$ cat src/rtl/atm_pkg.sv
// atm_pkg
//   Shared definitions for the ATM user-input path.
//   - state_t   : entry collector states (COLLECT, COMPLETE)
//   - DIGIT_MAX : largest legal decimal digit from the converter
//   - PIN_LEN / ACC_LEN : entry lengths the control FSM drives onto
//                         expected_len for a PIN or an account number
package atm_pkg;

  typedef enum logic {
    COLLECT  = 1'b0,
    COMPLETE = 1'b1
  } state_t;

  localparam logic [3:0] DIGIT_MAX = 4'd9;
  localparam logic [3:0] PIN_LEN   = 4'd4;
  localparam logic [3:0] ACC_LEN   = 4'd8;

endpackage

$ cat src/rtl/digit_entry_collector.sv
// digit_entry_collector
//   Packs the binary digits coming out of the ASCII-to-binary converter
//   into a BCD entry register (newest digit in the low nibble). Supports
//   backspace, clear (quit key) and a length check on enter. A valid entry
//   is frozen and flagged with a level-held 'complete' until acknowledged.
//
// Ports
//   clk          in   system clock, posedge
//   rst          in   synchronous active-high reset
//   digit_valid  in   strobe, 'digit' valid this cycle
//   digit        in   binary digit 0..9
//   enter        in   strobe, entry finished
//   backspace    in   strobe, drop the newest digit
//   clear        in   strobe, discard the entry
//   expected_len in   required digit count, sampled on enter
//   ack          in   consumer accepted the completed entry
//   value        out  packed BCD entry, unused upper nibbles are 0
//   count        out  digits currently held
//   complete     out  level, entry valid and frozen
//   error        out  one-cycle pulse on a rejected action
module digit_entry_collector
  import atm_pkg::*;
#(
  parameter int MAX_DIGITS = 8
) (
  input  logic                      clk,
  input  logic                      rst,
  input  logic                      digit_valid,
  input  logic [3:0]                digit,
  input  logic                      enter,
  input  logic                      backspace,
  input  logic                      clear,
  input  logic [3:0]                expected_len,
  input  logic                      ack,
  output logic [4*MAX_DIGITS-1:0]   value,
  output logic [3:0]                count,
  output logic                      complete,
  output logic                      error
);

  localparam int         ValueW   = 4 * MAX_DIGITS;
  localparam logic [3:0] MaxCount = 4'(MAX_DIGITS);

  state_t            state_q;
  logic [ValueW-1:0] value_q;
  logic [3:0]        count_q;
  logic              complete_q;
  logic              error_q;

  // An enter is only accepted when the typed length matches the requested
  // one and that request is itself a length the register can hold; a zero
  // length request is therefore always rejected.
  logic lenOk;
  assign lenOk = (count_q == expected_len) &&
                 (expected_len >= 4'd1) &&
                 (expected_len <= MaxCount);

  // Whole collector FSM with registered outputs. error defaults low every
  // cycle so each rejected action yields exactly one pulse, and consecutive
  // rejects give consecutive pulses. In COLLECT only the highest-priority
  // strobe acts: clear, then enter, then backspace, then digit_valid.
  // In COMPLETE the entry is frozen; only ack or clear release it.
  always_ff @(posedge clk) begin
    if (rst) begin
      state_q    <= COLLECT;
      value_q    <= '0;
      count_q    <= '0;
      complete_q <= 1'b0;
      error_q    <= 1'b0;
    end else begin
      error_q <= 1'b0;
      case (state_q)
        COLLECT: begin
          if (clear) begin
            value_q <= '0;
            count_q <= '0;
          end else if (enter) begin
            if (lenOk) begin
              state_q    <= COMPLETE;
              complete_q <= 1'b1;
            end else begin
              error_q <= 1'b1;
              value_q <= '0;
              count_q <= '0;
            end
          end else if (backspace) begin
            if (count_q != 4'd0) begin
              value_q <= value_q >> 4;
              count_q <= count_q - 4'd1;
            end
          end else if (digit_valid) begin
            if (digit > DIGIT_MAX || count_q == MaxCount) begin
              error_q <= 1'b1;
            end else begin
              value_q <= {value_q[ValueW-5:0], digit};
              count_q <= count_q + 4'd1;
            end
          end
        end
        COMPLETE: begin
          if (ack || clear) begin
            state_q    <= COLLECT;
            value_q    <= '0;
            count_q    <= '0;
            complete_q <= 1'b0;
          end
        end
        default: begin
          state_q <= COLLECT;
        end
      endcase
    end
  end

  assign value    = value_q;
  assign count    = count_q;
  assign complete = complete_q;
  assign error    = error_q;

endmodule

$ cat config.mk
export PLATFORM = sky130hd
export DESIGN_NAME = digit_entry_collector
export DESIGN_NICKNAME = d
export VERILOG_FILES = /design/src/rtl/atm_pkg.sv /design/src/rtl/digit_entry_collector.sv
export SDC_FILE = /design/constraint.sdc
export NUM_CORES = 1
export LEC_CHECK = 0
export ABC_AREA = 1
export BUFFER_PORTS_ARGS = -buffer_cell sky130_fd_sc_hd__buf_2
export CAP_MARGIN = 25
export CORE_UTILIZATION = 45
export DETAILED_ROUTE_END_ITERATION = 8
export PLACE_DENSITY = 0.78
export SYNTH_ARGS = -nofsm -noshare
export SYNTH_HDL_FRONTEND = slang
export SYNTH_SLANG_ARGS = --single-unit
$ cat constraint.sdc
create_clock -name clk -period 3.9 [get_ports clk]
set_clock_uncertainty 0.15 [all_clocks]
set_input_delay 0.78 -clock clk [delete_from_list [all_inputs] [get_ports clk]]
set_output_delay 0.78 -clock clk [all_outputs]
set_load 0.05 [all_outputs]
== Word-level counts from Yosys, hierarchy flattened ==
Cells that the tools add are included.

* Magnitude comparators: 3
* $add $sub $neg: 2
* Multiplexer cells: 33
* Reduce and logical (&&, ||, !) cells: 8
* Bitwise gates (word level): 1
* Eq/ne operators: 10

{| class="wikitable"
|+ Operators with widths
! kind !! count
|-
| $mux W32 || 8
|-
| $pmux W32 S2 || 1
|-
| $mux W4 || 8
|-
| $ne A5 B5 Y1 const B || 3
|-
| $mux W1 || 13
|-
| $pmux W4 S2 || 1
|-
| $ne A2 B2 Y1 const B || 3
|-
| $reduce_and A5 Y1 || 1
|-
| $add A4 B1 Y4 const B || 1
|-
| $eq A4 B4 Y1 || 1
|-
| $eq A4 B4 Y1 const B || 1
|-
| $ge A4 B1 Y1 const B || 1
|-
| $gt A4 B4 Y1 const B || 1
|-
| $le A4 B4 Y1 const B || 1
|-
| $ne A4 B4 Y1 const B || 1
|-
| $pmux W1 S2 || 2
|-
| $reduce_and A4 Y1 || 1
|-
| $reduce_bool A4 Y1 || 1
|-
| $sub A4 B1 Y4 const B || 1
|-
| $reduce_or A3 Y1 || 1
|-
| $logic_and A1 B1 Y1 || 2
|-
| $logic_or A1 B1 Y1 || 2
|-
| $ne A2 B1 Y1 const B || 1
|-
| $not A1 Y1 || 1
|}

* Bits in registers: 39
* Bits of input ports: 15
* Output and inout bits: 38
* Word-level logic and storage cells: 62

== Longest topological paths before layout ==
* Word-level depth: 8
* Depth in mapped cells: 11
* Depth with buffers taken out: 10

== Worst setup path before layout ==
Ideal clock, no wire load.

* Path kind: in2reg
* From: in backspace
* To: reg value_q[31], in the netlist value[31]
* Buffers on the path: 2
* Stages: 10
* Setup time: 0.113 ns
* Data arrival time: 1.823 ns
* Slack: 1.814 ns
* Cells stage by stage: buf_6 inv_4 nor2_1 nand3_1 nor2_1 a21oi_4 nand3_4 buf_2 nor2_1 nor2_1

* Word-level cells in the longest chain between the ends: 4
* Elaborated cells between the ends (all ways): 8
* Classes of those cells: eq/ne: 3; mux: 4; reduce/logical: 1

{| class="wikitable"
|+ Ends and longest elaborated chain
! what !! line !! text
|-
| start: declaration || digit_entry_collector.sv:31 || <nowiki>input logic backspace,</nowiki>
|-
| $mux W32 || digit_entry_collector.sv:86 || <nowiki>end else if (backspace) begin</nowiki>
|-
| $mux W32 || digit_entry_collector.sv:77 || <nowiki>end else if (enter) begin</nowiki>
|-
| $mux W32 || digit_entry_collector.sv:74 || <nowiki>if (clear) begin</nowiki>
|-
| $pmux W32 S2 || digit_entry_collector.sv:72 || <nowiki>case (state_q)</nowiki>
|-
| end signal: assignment || digit_entry_collector.sv:88 || <nowiki>value_q <= value_q >> 4;</nowiki>
|-
| end signal: assignment || digit_entry_collector.sv:95 || <nowiki>value_q <= {value_q[ValueW-5:0], digit};</nowiki>
|-
| end: declaration || digit_entry_collector.sv:45 || <nowiki>logic [ValueW-1:0] value_q;</nowiki>
|}

Parallel ways exist; a longest one is shown, timed or not.
A chain may end at the register's enable or synchronous reset.

== Worst setup path after layout ==
* From: in digit[2]
* To: reg value_q[31], in the netlist value[31]

* Word-level cells in the longest chain between the ends: 4

{| class="wikitable"
|+ Ends and longest elaborated chain
! what !! line !! text
|-
| start: declaration || digit_entry_collector.sv:29 || <nowiki>input logic [3:0] digit,</nowiki>
|-
| $gt A4 B4 Y1 || digit_entry_collector.sv:92 || <nowiki>if (digit > DIGIT_MAX || count_q == MaxCount) begin</nowiki>
|-
| $logic_or A1 B1 Y1 || digit_entry_collector.sv:92 ||
|-
| $ne A5 B5 Y1 (no line) || - ||
|-
| $reduce_and A5 Y1 (no line) || - ||
|}

Every way passes these cells.

==> flow_summary_export.csv <==
group,metric,value,unit
floorplan,rows,26,
place,dp_hpwl,4.16,mm
final_layout,drive_gt1_share,14.9,%
outcome,status,"finished, final reports clean",
cts,insertion_delay,0.29,ns
sta,setup_tns,0,ns
grt,grtUsageTotal,22.0,%
cts,cts_tree,"done",
worst_setup_path,crit_type,"in -> reg",
synth,synthesis.area,2530,sq um
floorplan,die_w,77.0,um
routing,vias_per_cell,5.06,
floorplan,ios,53,
worst_setup_path,path_delay_family,"simple AND/OR/NAND/NOR gates",
place,gp_congestion,0.816,
sta,finalSetupViolCount,0,
worst_setup_path,required,3.93,ns
final_layout,final_core_util,54.1,%
pwr,clkPwrFrac,25.2,%
flow_run,cap_violations,0,
worst_setup_path,crit_path_end_kind,"flop",
worst_setup_path,path_cells,"buf_2 > o21ai_1 > nand3_1 > a21oi_4 > nand3_4 > nor2_1 > nor2_1",
cts,htree_num_levels,2,
sta,fin_ws,0.996,ns
synth,syn-instance-count,432,
final_layout,fillers,570,
routing,ant_nets,0,
sta,slew_headroom,38.3,%
final_layout,n_antenna_cell,0,
sta,period_share,74.5,%
cts,numCtsBuffers,5,
place,port_buffers,52,
pwr,powerDensity,358,nW/um^2
pwr,ir_drop,136,uV
synth,yosys_warnings,0,
pwr,swShare,38.5,%
pwr,power_frac_seq,44.0,%
place,preCtsSetupSlack,0.714,ns
synth,ys_ff_latch,39,
worst_setup_path,max_stage_delay,0.76,ns
cts,cts.path.max_buffers,2,
routing,drtPass1Iterations,5,
sta,rsz0062_at_grt,"false",
sta,hold_violations,0,
routing,post_drt_wl_per_cell,11.9,um
floorplan,die_h,77.0,um
worst_setup_path,crit_top_cell,"nor2_1",
cts,post_cts_buffers,0,
cts,clock_sinks,39,
grt,grt_overflow,0,
worst_setup_path,arrival,2.93,ns
synth,yosysSeqAreaShare,30.8,%
pwr,pwr-share-comb,30.8,%
worst_setup_path,cp_slowest_cell,"a21oi_4",
floorplan,initial_utilization,48.1,%
floorplan,fp.coreArea,5270,sq um
routing,drt_iter0_drc,299,
routing,wirelength,6.41,mm
cts,cts_hold_buf,0,
synth,yosysUniqueCellTypes,24,
pwr,p_sw,0.000394,W
routing,num_vias,2727,
routing,drc,0,
cts,path_clk_slew,0.07,ns
synth,syn_area_per_cell,5.86,sq um
sta,fin_crit,2.90,ns
synth,synth_nets,450,
grt,antenna_found_initial,0,
floorplan,dieArea,5930,sq um
min_path,hold_class,"reg -> reg",
grt,first_global_vias,2467,
worst_setup_path,crit_buf_inv,1,
sta,drv_slew,0,
pwr,p_int,0.000628,W
cts,cts_resized,0,
sta,max_freq,344,MHz
worst_setup_path,worstPathMaxFanout,37,
grt,grt_max_degree,54,
pwr,p_leak,1.65,nW
grt,grt_pass1_wl,10.8,mm
cts,cts-root-buf,"clkbuf_8",
worst_setup_path,startpoint_type,"primary input",
final_layout,synthToLayoutAreaGrowth,12.6,%
sta,worstMarginPinSlew,0.924,ns
final_layout,nets,488,
tightest hold or removal path: stages, from the launching register on:
cell and delay, ns:
dfxtp_1 0.31, inv_1 0.06, a211oi_2 0.06
layout make-up:
class,instances,area (sq um),area share (%)
sequential,39,781,27.4
clock buffer,6,72.6,2.54
inverter,81,307,10.7
multi-input combinational,287,1320,46.1
timing repair buffer,56,290,10.2
tap,70,87.6,3.07
stage by stage:
stage	power, W	instance area, sq um	hold WS [ns]	std cells
final	0.00102	2850	0.313	539
after global routing	0.00108	2850	0.340	539
after CTS	0.00103	2850	0.315	539
after detailed placement	0.000771	2780	0.304	533
after global placement	0.000765	2780	0.303	533
after floorplan	0.000703	2530	0.367	432
Yosys cell counts (all sizes together):
library cell  instances  area, sq um
nor2                 47          176
xor2                  2         17.5
o21ai                30          150
a221oi                1         8.76
nand2               150          563
clkbuf               13         48.8
buf                  12         83.8
inv                  81          307
nor4                  1         6.26
a211oi                1         12.5
fa                    1         20.0
nor3                  1         10.0
nand4                35          219
dfxtp                39          781
a21oi                 5         36.3
ha                    2         25.0
nand3                11         67.6
worst paths after layout:
kind,startpoint,endpoint,slack [ns],cells past startpoint
setup / recovery,digit[2],value[31],1.0,7
setup reg to reg,count[0],value[31],1.15,7
hold reg to reg,complete,complete,0.31,2
hold / removal,complete,complete,0.31,2
routing by layer:
metal / GRT usage [%] / vias to the layer above / part of all wire, %
li1: - / 1397 / -
met1: 28.0 / 1230 / 46
met3: 3.69 / 9 / 5.7
met2: 36.4 / 91 / 47
met5: 0 / - / 0
met4: 9.81 / 0 / 1.5
cell families after synthesis:
group,after synthesis,share of synthesized area (%)
adders and majority gates,3,1.78
AOI/OAI and AO/OA,37,8.20
and+or+nand+nor,245,41.2
buffers and inverters,106,17.3
xor gates and xnor gates,2,0.692
DFF,39,30.8
power by group through the flow:
stage	Sequential (W)	Clock, W	Combinational [W]
after floorplan	0.000547	0	0.000156
after global placement	0.000458	0	0.000307
after detailed placement	0.000458	0	0.000313
after CTS	0.000449	0.000263	0.000314
after global routing	0.000454	0.000281	0.000348
final	0.000450	0.000258	0.000314
registers in the layout, indices dropped and copies added (netlist names):
register	cells
value	32
complete	1
error	1
count	4
state_q	1
cells in the final DEF, fill, tap and decap left out, drive strengths merged:
cell type	count
inv	81
buf	56
fa	1
ha	2
clkbuf	6
nand3	11
nor2	47
nor4	1
a221oi	1
a21oi	5
dfxtp	39
nand4	35
nand2	150
a211oi	1
xor2	2
nor3	1
o21ai	30
No activity file was read; power rests on OpenSTA's default activity.
